[src/rtl/dcache_pkg.sv]
// -----------------------------------------------------------------------------
// dcache_pkg : shared state encoding and ASCII helpers for the frame buffer
// Revision   : 1.0
// -----------------------------------------------------------------------------
`default_nettype none

package dcache_pkg;

  typedef enum logic [1:0] {
    IDLE   = 2'd0,
    RECV   = 2'd1,
    COMMIT = 2'd2
  } state_t;

  localparam logic [7:0] ASC_0     = 8'h30;
  localparam logic [7:0] ASC_9     = 8'h39;
  localparam logic [7:0] ASC_DOT   = 8'h2E;
  localparam logic [7:0] ASC_MINUS = 8'h2D;
  localparam logic [7:0] ASC_SP    = 8'h20;

  // Characters a numeric display frame may legally contain.
  function automatic logic is_valid_ascii(input logic [7:0] b);
    return ((b >= ASC_0) && (b <= ASC_9)) || (b == ASC_DOT) ||
           (b == ASC_MINUS) || (b == ASC_SP);
  endfunction

endpackage

`default_nettype wire

[src/rtl/frame_gap_timer.sv]
// -----------------------------------------------------------------------------
// frame_gap_timer : counts idle cycles, pulses expire on the TIMEOUT-th one
// Revision        : 1.0
// -----------------------------------------------------------------------------
`default_nettype none

module frame_gap_timer #(
  parameter int TIMEOUT = 50000
) (
  input  logic clk,
  input  logic rst_n,
  input  logic clr,
  input  logic en,
  output logic expire
);

  localparam int CW = (TIMEOUT > 1) ? $clog2(TIMEOUT) : 1;
  localparam logic [CW-1:0] LAST = CW'(TIMEOUT - 1);

  logic [CW-1:0] cnt_q;
  logic [CW-1:0] cnt_d;

  assign expire = en && (cnt_q == LAST);

  always_comb begin
    cnt_d = cnt_q;
    if (clr || expire) begin
      cnt_d = '0;
    end else if (en) begin
      cnt_d = cnt_q + CW'(1);
    end
  end

  always_ff @(posedge clk or negedge rst_n) begin
    if (!rst_n) begin
      cnt_q <= '0;
    end else begin
      cnt_q <= cnt_d;
    end
  end

endmodule

`default_nettype wire

[src/rtl/dcache_frame_buf.sv]
// -----------------------------------------------------------------------------
// dcache_frame_buf : assembles FRA UART bytes MSB-first into CH channel regs
// Revision         : 1.0
// -----------------------------------------------------------------------------
`default_nettype none

module dcache_frame_buf
  import dcache_pkg::*;
#(
  parameter int FRA       = 5,
  parameter int CH        = 4,
  parameter int AW        = $clog2(CH),
  parameter int TIMEOUT   = 50000,
  parameter int CHK_ASCII = 1
) (
  input  logic                  clk,
  input  logic                  rst_n,
  input  logic [7:0]            din,
  input  logic                  dout_vld,
  input  logic [AW-1:0]         add,
  output logic [CH*FRA*8-1:0]   ch_data,
  output logic [CH-1:0]         upd,
  output logic                  busy,
  output logic                  err,
  output logic [7:0]            err_cnt
);

  localparam int FW   = FRA * 8;
  localparam int CNTW = $clog2(FRA + 1);

  state_t              state_q, state_d;
  logic [CNTW-1:0]     cnt_q, cnt_d;
  logic [FW-1:0]       shadow_q, shadow_d;
  logic                bad_q, bad_d;
  logic [AW-1:0]       add_q, add_d;
  logic [CH*FW-1:0]    ch_q, ch_d;
  logic [CH-1:0]       upd_q, upd_d;
  logic                err_q, err_d;
  logic [7:0]          err_cnt_q, err_cnt_d;

  logic                timer_en;
  logic                timer_clr;
  logic                timer_exp;
  logic                byte_bad;
  logic                start_frame;
  logic                store_byte;
  logic [CNTW-1:0]     store_idx;

  assign timer_en  = (state_q == RECV) && !dout_vld;
  assign timer_clr = (state_q != RECV) || dout_vld;

  frame_gap_timer #(
    .TIMEOUT (TIMEOUT)
  ) u_gap_timer (
    .clk    (clk),
    .rst_n  (rst_n),
    .clr    (timer_clr),
    .en     (timer_en),
    .expire (timer_exp)
  );

  assign byte_bad    = (CHK_ASCII != 0) && !is_valid_ascii(din);
  // A strobe in the COMMIT cycle opens the next frame, so nothing is lost.
  assign start_frame = dout_vld && ((state_q == IDLE) || (state_q == COMMIT));
  assign store_byte  = start_frame || (dout_vld && (state_q == RECV));
  assign store_idx   = start_frame ? '0 : cnt_q;

  always_comb begin
    state_d   = state_q;
    cnt_d     = cnt_q;
    shadow_d  = shadow_q;
    bad_d     = bad_q;
    add_d     = add_q;
    ch_d      = ch_q;
    upd_d     = '0;
    err_d     = 1'b0;
    err_cnt_d = err_cnt_q;

    case (state_q)
      IDLE: begin
        state_d = IDLE;
      end
      RECV: begin
        if (dout_vld) begin
          cnt_d = cnt_q + CNTW'(1);
          bad_d = bad_q | byte_bad;
          if (cnt_q == CNTW'(FRA - 1)) begin
            state_d = COMMIT;
          end
        end else if (timer_exp) begin
          err_d   = 1'b1;
          cnt_d   = '0;
          bad_d   = 1'b0;
          state_d = IDLE;
        end
      end
      COMMIT: begin
        if (!bad_q) begin
          for (int i = 0; i < CH; i++) begin
            if (add_q == AW'(i)) begin
              ch_d[i*FW +: FW] = shadow_q;
              upd_d[i]         = 1'b1;
            end
          end
        end else begin
          err_d = 1'b1;
        end
        cnt_d   = '0;
        bad_d   = 1'b0;
        state_d = IDLE;
      end
      default: begin
        cnt_d   = '0;
        bad_d   = 1'b0;
        state_d = IDLE;
      end
    endcase

    if (start_frame) begin
      add_d   = add;
      cnt_d   = CNTW'(1);
      bad_d   = byte_bad;
      state_d = (FRA == 1) ? COMMIT : RECV;
    end

    if (store_byte) begin
      for (int k = 0; k < FRA; k++) begin
        if (store_idx == CNTW'(k)) begin
          shadow_d[(FRA-k)*8-1 -: 8] = din;
        end
      end
    end

    if (err_d && (err_cnt_q != 8'hFF)) begin
      err_cnt_d = err_cnt_q + 8'd1;
    end
  end

  always_ff @(posedge clk or negedge rst_n) begin
    if (!rst_n) begin
      state_q   <= IDLE;
      cnt_q     <= '0;
      shadow_q  <= '0;
      bad_q     <= 1'b0;
      add_q     <= '0;
      ch_q      <= '0;
      upd_q     <= '0;
      err_q     <= 1'b0;
      err_cnt_q <= '0;
    end else begin
      state_q   <= state_d;
      cnt_q     <= cnt_d;
      shadow_q  <= shadow_d;
      bad_q     <= bad_d;
      add_q     <= add_d;
      ch_q      <= ch_d;
      upd_q     <= upd_d;
      err_q     <= err_d;
      err_cnt_q <= err_cnt_d;
    end
  end

  assign ch_data = ch_q;
  assign upd     = upd_q;
  assign busy    = (state_q != IDLE);
  assign err     = err_q;
  assign err_cnt = err_cnt_q;

endmodule

`default_nettype wire

[config.mk]
export PLATFORM = sky130hd
export DESIGN_NAME = dcache_frame_buf
export DESIGN_NICKNAME = d
export VERILOG_FILES = /design/src/rtl/dcache_pkg.sv /design/src/rtl/frame_gap_timer.sv /design/src/rtl/dcache_frame_buf.sv
export SDC_FILE = /design/constraint.sdc
export NUM_CORES = 1
export LEC_CHECK = 0
export ABC_AREA = 1
export CAP_MARGIN = 10
export CORE_AREA = 4 4 133 135
export CTS_BUF_LIST = sky130_fd_sc_hd__clkbuf_4 sky130_fd_sc_hd__clkbuf_8
export DETAILED_ROUTE_END_ITERATION = 16
export DIE_AREA = 0 0 137 139
export PLACE_DENSITY = 0.89
export SYNTH_ARGS = -nofsm -noshare
export SYNTH_HDL_FRONTEND = slang
export SYNTH_HIERARCHICAL = 1
export SYNTH_SLANG_ARGS = --single-unit
[constraint.sdc]
create_clock -name clk -period 4.5 [get_ports clk]
set_input_delay 0.9 -clock clk [delete_from_list [all_inputs] [get_ports clk]]
set_output_delay 0.9 -clock clk [all_outputs]
set_load 0.02 [all_outputs]
---- Yosys cells after proc, flatten, opt, wreduce, memory -nomap -nowiden ----
Cells that the tools add are included.
word-level totals
  flip-flop bits (word level) ............. 237
  input bits .............................. 13
  output and inout bits ................... 174
  logic and storage cells ................. 100
cells by class
  magnitude comparators ................... 2
  equality and inequality tests ........... 19
  bitwise gates (word level) .............. 2
  add/subtract/negate cells ............... 3
  reductions and logical operators ........ 31
  mux-type cells .......................... 26
operator list
  operator                 number
  $mux W16                 2
  $eq A8 B6 Y1 const B     3
  $add A16 B1 Y16 const B  1
  $eq A16 B16 Y1 const B   1
  $reduce_and A2 Y1        7
  $mux W3                  4
  $reduce_and A3 Y1        4
  $mux W1                  10
  $mux W2                  5
  $add A8 B1 Y8 const B    1
  $ge A8 B6 Y1 const B     1
  $le A8 B6 Y1 const B     1
  $mux W4                  2
  $ne A4 B3 Y1 const B     2
  $ne A8 B8 Y1 const B     1
  $logic_or A1 B1 Y1       7
  $eq A2 B2 Y1 const B     3
  $eq A3 B2 Y1 const B     2
  $eq A3 B3 Y1 const B     2
  $logic_and A1 B1 Y1      6
  $pmux W3 S2              1
  $eq A2 B1 Y1 const B     2
  $logic_not A2 Y1         2
  $pmux W1 S2              2
  other kinds (9)          11

---- Depth between registers and ports, before layout ----
Gate-level depths: netlist (run 1).
  depth in word-level cells ............... 10
  gate-level depth with buffers ........... 17
  gate-level depth less buffers ........... 16

---- By module ----
Netlist (run 1), hierarchy kept.
modules (own cells, without submodules)
  module            times used  cells an instance  area each (sq um)  sequential area each (sq um)
  dcache_frame_buf  1           867                8421.8             5530.3
  frame_gap_timer   1           136                1017.2             400.4

---- Worst setup path after synthesis (run 1) ----
No wires, ideal clock.
  path type ............................... input port to flip-flop
  from .................................... input port dout_vld
  to ...................................... register err_cnt_q[5], in the netlist err_cnt[5]
  stages on the path ...................... 14
  arrival time ............................ 2.230 ns
  setup slack ............................. 2.204 ns
  setup time .............................. 0.065 ns
  required time ........................... 4.435 ns
  buffers on the path ..................... 1
  path through ............................ nor2_1 > buf_4 > nand3_2 > nor2_2 > nand3_2 > inv_1 > nand3_1 > nand2_1 > nand2_1 > inv_1 > nand2_2 > inv_1 > nand2_1 > nand2_1
on the way
  cells in the longest elaborated chain, start to end .. 7
ends and longest elaborated chain
  what                    RTL line                 source
  start: declaration      dcache_frame_buf.sv:19   input logic dout_vld,
  $logic_not A1 Y1        dcache_frame_buf.sv:49   assign timer_en = (state_q == RECV) && !dout_vld;
  $logic_and A1 B1 Y1     dcache_frame_buf.sv:49
  $logic_and A1 B1 Y1     frame_gap_timer.sv:23    assign expire = en && (cnt_q == LAST);
  via timer_exp           dcache_frame_buf.sv:43   logic timer_exp;
  $mux W1                 dcache_frame_buf.sv:90   end else if (timer_exp) begin
  $mux W1                 dcache_frame_buf.sv:84   if (dout_vld) begin
  $pmux W1 S2             dcache_frame_buf.sv:79   case (state_q)
  via err_d               dcache_frame_buf.sv:38   logic err_q, err_d;
  $logic_and A1 B1 Y1     dcache_frame_buf.sv:134  if (err_d && (err_cnt_q != 8'hFF)) begin
  end signal: assignment  dcache_frame_buf.sv:159  err_cnt_q <= err_cnt_d;
  end: declaration        dcache_frame_buf.sv:39   logic [7:0] err_cnt_q, err_cnt_d;
The timed path passes the listed nets, and every way through them passes these cells.
A chain may end at the register's enable or synchronous reset.

---- Final worst setup path (run 1) ----
  from .................................... register state_q[0]
  to ...................................... output port busy
on the way
  cells in the longest elaborated chain, start to end .. 1
ends and longest elaborated chain
  what                      RTL line                 source
  start: declaration        dcache_frame_buf.sv:31   state_t state_q, state_d;
  start signal: assignment  dcache_frame_buf.sv:151  state_q <= state_d;
  $reduce_bool A2 Y1        dcache_frame_buf.sv:165  assign busy = (state_q != IDLE);
  end: declaration          dcache_frame_buf.sv:23   output logic busy,
Every way passes these cells.

==> summary.txt, run 1 <==
Timing
  • Crit share post-route: a little over three fifths
  • Final Setup Violations: 0
  • Setup TNS: 0 ns
  • Max frequency: between 300 and 400 MHz
  • Final hold vios: 0
  • Normalized max-slew margin: between 40 and 50%
  • Worst Skew: around 0.018 ns
  • Minimum clock period after layout: about 2.8 ns
  • RSZ-0062 raised after global routing: no
  • Final Max Tran Viols: 0
  • Final worst slack: about 1.7 ns
  • Slew @ Worst Pin: roughly 0.9 ns
  • Worst hold slack: ~0.44 ns

Routing
  • Via count: approximately 7700
  • DRC: 0
  • First-pass DRT Iterations: 5
  • Routed WL per cell: about 17 um
  • DR iter-0 viols: 594
  • Via-to-Cell Ratio: ~5.3
  • Routed WL: around 24 mm
  • Routed Antenna Nets: 0

Floorplan
  • Die ar.: 19040 um^2
  • Number of top-level pins: 187
  • Starting Density: 57.33%
  • Floorplan row count: 47
  • Die H: 139 um
  • Core Region: between 15000 and 20000 um^2
  • Die extent in x: between 100 and 150 um

Setup path
  • CP Launch Type: register
  • CP endpoint kind: output pin
  • Crit path required time: approximately 3.6 ns
  • WP data arrival: around 1.9 ns
  • CP Max Fanout: 5
  • Setup Crit Path Kind: reg2out

Clocking
  • Max Buffers Root-to-Sink: 3
  • Worst-path clk slew: around 0.060 ns
  • TritonCTS clock tree: yes
  • Post-CTS setup buffer count: 0
  • Inserted Clock Buffers: 37
  • Number of hold buffers added after cts: 0
  • Post_cts resized: 0
  • H-Tree Depth: 2
  • CTS Sinks: approximately 240
  • Worst-Skew Late Latency: roughly 0.53 ns
  • Root Buffer: clkbuf_8

Global route
  • Largest net degree at the start of global routing: about 120
  • Total track usage: between 20 and 30%
  • Global-route wire length before repair: just under 40 mm
  • Initial antenna violation count: 0
  • Vias in the first global route: just under 8000
  • Grt total ovfl: 0

Place
  • Global placement routability congestion: slightly below 0.9
  • Post-Place Cells: between 1000 and 1500
  • Number of port buffers: between 150 and 200
  • Post-place setup slack: roughly 1.6 ns
  • Post-DP HPWL: ~16 mm

Synthesis
  • Post-Syn Nets: 1023
  • Most used DFF post-synth: dfrtp_1
  • Compound-Gate Fraction of Synth Area: approximately 11%
  • Mean Syn Cell Area: between 9 and 10 um^2
  • Largest family of logic cells by synthesized area: simple AND/OR/NAND/NOR gates
  • Register area share after synthesis: a little over three fifths
  • Synth area leaders: dfrtp_1, nand2_1, o21ai_0
  • Cell count after synthesis: roughly 1000
  • Area share of xor/xnor cells in the synthesized design: less than 1%
  • Simple-gate share of the synthesized area: a little under a fifth
  • Most numerous cell in the Yosys netlist: nand2_1
  • Mux share of post-synthesis cell area: less than 1%
  • Post-Syn Area: 9439 um^2
  • Post-synth EDFFs: 0
  • Post-synth top area share: approximately 63%
  • YS warnings: 6
  • Ys async rst share: 100.0%
  • Yosys cell types: 33
  • Post-synth top cells: nand2_1, dfrtp_1, o21ai_0
  • Adder-Cell Fraction of Synth Area: less than 1%
  • Synth area leader: dfrtp_1
  • Post-synthesis register bit count: around 240

Final layout
  • Layout Nets: about 1200
  • # diodes: 0
  • Final cell count without fillers: approximately 1400
  • Share of cells above drive strength 1: around 9.8%
  • Final-layout fill cell count: 1135
  • Area grow syn2layout: 29.80%

Pwr
  • Power Internal: between 3000 and 4000 uW
  • LEAKAGE: 0.005692 uW
  • PD cells: about 380 nW/um^2
  • Switching power: ~1200 uW
  • Combinational share of power: a little over a tenth
  • VDD IR max: 0.2296 mV
  • Sequential Power Share: 49.7%
  • Switching share of total power: a little over a quarter
  • Clock Power Share: between 30 and 40%

Hold path
  • Min-Delay Path Class: in2async

Run status
  • Status: completed

Job
  • Max Cap Viol: 0
layout by cell type, fill, tap and decap left out, types with 10 or more instances in the layout:
cell type        netlist  final
o21ai_0              167    167
nand3_1               22     20
inv_1                 92     92
nor2_2                10     10
o21ai_1               28     28
clkdlybuf4s50_1        0    185
clkbuf_4               0     13
nand2_2                8     10
nor2_1                33     33
clkbuf_8               0     45
dfrtp_1              237    237
nand2_1              312    310
path summary, 6_finish.rpt:
check                      slack [ns]  cells past startpoint      endpoint          from
hold reg to reg                  0.48                      2  ch_data[137]  ch_data[137]
setup / recovery                 1.68                      4          busy    state_q[0]
hold / removal                   0.44                      1  ch_data[134]         rst_n
max in group asynchronous        2.99                      2  ch_data[153]         rst_n
setup reg to reg                 2.00                      8  ch_data[135]    state_q[0]
min in group clk                 0.48                      2  ch_data[137]  ch_data[137]
sequential cells by signal, summed over array words and instances, names as in the netlist:
signal             count
err_cnt                8
u_gap_timer/cnt_q     16
upd                    4
bad_q                  1
shadow_q              40
add_q                  2
err                    1
cnt_q                  3
ch_data              160
state_q                2
layer usage:
layer  share of wire (%)  global-route usage, %  up-vias
met2                  50                  42.86      277
met3                 7.6                  6.313       60
met5                   0                      0        -
li1                    -                      -     3575
met1                  39                  32.76     3746
met4                 3.2                  9.296        0
cell type report:
class                      instances  area (um^2)  share of cell area [%]
sequential                       237         5931                   48.41
timing repair buffer             195         1934                   15.79
clock buffer                      58        716.9                   5.852
inverter                          96        362.8                   2.962
clock inverter                     4        47.55                  0.3881
tap                              220        275.3                   2.247
multi-input combinational        632         2984                   24.36
cell families after synthesis:
group           Yosys count
flops                   237
compound gates          206
mux                       1
buf+inv                 134
simple gates            409
fa+ha+maj                 7
xor+xnor                  9
worst max-delay path: stages (launching register included):
cell and delay (ns):
dfrtp_1 0.39, inv_2 0.09, ha_1 0.22, inv_1 0.10, clkdlybuf4s50_1 0.61
stage by stage:
| stage | utilization [%] | power (uW) | cell area, um^2 |
|---|---|---|---|
| after global routing | 74.41 | 4894 | 12250 |
| after floorplan | - | 2630 | 9439 |
| after global placement | 69.76 | 2822 | 11490 |
| after CTS | 74.41 | 4715 | 12250 |
| after detailed placement | 69.76 | 2846 | 11490 |
| final | 74.41 | 4691 | 12250 |
power by group through the flow:
stage | sequential, uW | clock [uW] | combinational (uW)
4_1_cts | 2330 | 1900 | 491
6_report | 2330 | 1870 | 488
2_1_floorplan | 2370 | 0 | 264
5_1_grt | 2340 | 2000 | 547
3_5_place_dp | 2360 | 0 | 482
3_3_place_gp | 2360 | 0 | 465
(Power assumes the default switching activity.)
==> inputs of run 2 (changes only) <==
--- a/config.mk
+++ b/config.mk
@@ -7,11 +7,11 @@
 export LEC_CHECK = 0
 export ABC_AREA = 1
 export CAP_MARGIN = 10
-export CORE_AREA = 4 4 133 135
+export CORE_AREA = 4 4 139 141
 export CTS_BUF_LIST = sky130_fd_sc_hd__clkbuf_4 sky130_fd_sc_hd__clkbuf_8
 export DETAILED_ROUTE_END_ITERATION = 16
-export DIE_AREA = 0 0 137 139
-export PLACE_DENSITY = 0.89
+export DIE_AREA = 0 0 143 145
+export PLACE_DENSITY = 0.83
 export SYNTH_ARGS = -nofsm -noshare
 export SYNTH_HDL_FRONTEND = slang
 export SYNTH_HIERARCHICAL = 1
==> constraint.sdc (replaced) <==
create_clock -name clk -period 2.6 [get_ports clk]
set_input_delay 0.52 -clock clk [delete_from_list [all_inputs] [get_ports clk]]
set_output_delay 0.52 -clock clk [all_outputs]
set_load 0.02 [all_outputs]
==> summary.txt, run 2 (same netlist as run 1, synthesis figures left out) <==
Timing
  • Slew @ Worst Pin: 0.6526 ns (-0.2286 ns)
  • Worst hold slack: 0.4827 ns (+0.04084 ns)
  • Max frequency: around 400 MHz
  • Final worst slack: 0.1543 ns (-1.525 ns)
  • Final Setup Violations: 0 (unchanged)
  • Worst Skew: 0.02050 ns (+0.002621 ns)
  • Final hold vios: 0 (unchanged)
  • Normalized max-slew margin: 56.50% (+15 points)
  • Final Max Tran Viols: 0 (unchanged)
  • Minimum clock period after layout: about 2.4 ns
  • Crit share post-route: between 90 and 100%
  • Setup TNS: 0 ns (unchanged)
  • RSZ-0062 raised after global routing: no

Setup path
  • Setup Crit Path Kind: reg2out
  • FF-to-FF path depth: 16 (+8)
  • Crit path required time: 2.08 ns (-1.52 ns)
  • CP Launch Type: register
  • CP endpoint kind: output pin
  • CP Max Fanout: 5 (unchanged)
  • WP data arrival: 1.93 ns (about the same)
  • R2R Path Start: state_q[1]
  • R2R Setup Slk: 0.35 ns (-1.65 ns)
  • R2R Path End: err_cnt[6]

Place
  • Global placement routability congestion: 0.8501 (-3.4%)
  • Post-DP HPWL: 16.20 mm (-1.1%)
  • Post-place setup slack: 0.2026 ns (-1.396 ns)
  • Number of port buffers: 186 (unchanged)

Clocking
  • Inserted Clock Buffers: 38 (+2.7%)
  • Worst-path clk slew: 0.06 ns (about the same)
  • TritonCTS clock tree: yes
  • Post_cts resized: 0 (unchanged)
  • CTS Sinks: 237 (unchanged)
  • Root Buffer: clkbuf_8
  • Max Buffers Root-to-Sink: 3 (unchanged)
  • Worst-Skew Late Latency: 0.53 ns (about the same)
  • H-Tree Depth: 2 (unchanged)

Pwr
  • Switching share of total power: 26.37% (+0.12 points)
  • LEAKAGE: 0.005763 uW (+1.2%)
  • PD cells: 655.3 nW/um^2 (+71%)
  • VDD IR max: 0.3693 mV (+61%)
  • Switching power: 2144 uW (+74%)
  • Clock Power Share: 40.1% (+0.2 points)
  • Power Internal: 5986 uW (+73%)
  • Sequential Power Share: 49.7% (about the same)
  • Combinational share of power: 10.2% (-0.2 points)

Routing
  • DR iter-0 viols: 496 (-16%)
  • First-pass DRT Iterations: 5 (unchanged)
  • Routed Antenna Nets: 0 (unchanged)
  • Via-to-Cell Ratio: 5.087 (-4.2%)
  • Routed WL per cell: 15.91 um (-5.2%)
  • DRC: 0 (unchanged)
  • Routed WL: 23.27 mm (-3.8%)
  • Via count: 7437 (-2.9%)

Global route
  • Initial antenna violation count: 0 (unchanged)
  • Total track usage: 23.12% (-2.6 points)
  • Vias in the first global route: 7513 (-2.7%)
  • Global-route wire length before repair: 38.98 mm (-0.91%)
  • Largest net degree at the start of global routing: 85 (-30%)
  • Grt total ovfl: 0 (unchanged)

Final layout
  • Commonest cells after routing, fill and taps aside: nand2_1, dfrtp_1, clkdlybuf4s50_1
  • Share of cells above drive strength 1: 10.54% (+0.72 points)
  • Largest register FFs: 160 (unchanged)
  • Most common cell after layout, fill and taps aside: nand2_1
  • Layout Nets: 1226 (+0.57%)
  • # diodes: 0 (unchanged)
  • Area of the multi-input gates: 2984 um^2 (unchanged)
  • Final core utilization: 69.07% (-5.3 points)
  • Final-layout fill cell count: 1366 (+20%)
  • Sequential Area: 5931 um^2 (unchanged)
  • Area grow syn2layout: 31.46%

Hold path
  • Hold Path Sink: ch_data[69]
  • Hold Crit Depth: 2
  • Min-Delay Path Class: reg2reg
  • Hold Startpoint: ch_data[69]

Floorplan
  • Die extent in x: 143 um (+4.4%)
  • Die ar.: 20740 um^2 (+8.9%)
  • Floorplan row count: 49 (+4.3%)
  • Die H: 145 um (+4.3%)
  • Number of top-level pins: 187 (unchanged)
  • Core Region: 17960 um^2 (+9.1%)
  • Starting Density: 52.55% (-4.8 points)

Run status
  • Status: completed

Job
  • Max Cap Viol: 0 (unchanged)
## run 2: cell types whose count changed in the layout (fill, tap and decap cells not counted)
cell and delta:
dlygate4sd3_1 +1, bufinv_16 -1, buf_12 +6, clkinvlp_4 +1
inv_6 +1, buf_4 -1, clkbuf_4 +3, clkbuf_8 +1
## run 2: power by group through the flow
stage                     registers (uW)  clock network, uW  logic [uW]
after floorplan                     4090                  0         458
after global placement              4090                  0         805
after detailed placement            4100                  0         836
after CTS                           4030               3330         844
after global routing                4060               3530         946
final                               4040               3260         829
## run 2: stage by stage
step	cell area [um^2]	total power (uW)	instances
6_report	12410	8131	1462
5_1_grt	12410	8540	1462
4_1_cts	12410	8205	1462
3_5_place_dp	11610	4933	1394
3_3_place_gp	11610	4898	1394
2_1_floorplan	9439	4552	1003
## run 2: routing by layer
layer | part of all wire [%] | up-vias | track usage, %
met5 | 0 | - | 0
met4 | 1.8 | 0 | 6.321
met3 | 9.1 | 33 | 7.404
met2 | 46 | 278 | 35.97
li1 | - | 3595 | -
met1 | 43 | 3531 | 31.59
## run 2: worst max-delay path by stage
stage / depth (start not counted) / startpoint / slack, ns / end
floorplan: 17 / state_q[1] / 0.52 / err_cnt[5]
global placement: 14 / dout_vld / 0.26 / err_cnt[4]
detailed placement: 14 / dout_vld / 0.20 / err_cnt[3]
CTS: 4 / state_q[0] / 0.13 / busy
global route: 16 / state_q[1] / 0.04 / err_cnt[7]
finish: 4 / state_q[0] / 0.15 / busy
## run 2: cell type report
cell class,count,area share [%]
Tap cell,229,2.309
Timing Repair Buffer,201,16.58
Sequential cell,237,47.80
Clock buffer,62,6.070
Multi-Input combinational cell,632,24.05
Clock inverter,5,0.2723
Inverter,96,2.924
## run 2: timing repair
action	in CTS	in global routing
endpoints found under the setup margin	0	0
hold buffers	1	0
buffers inserted	0	0
endpoints found under the hold margin	55	0
## run 2: critical path, stage by stage (launching register included)
cell             delay (ns)
dfrtp_1                0.40
inv_2                  0.09
ha_1                   0.20
inv_1                  0.10
clkdlybuf4s50_1        0.62
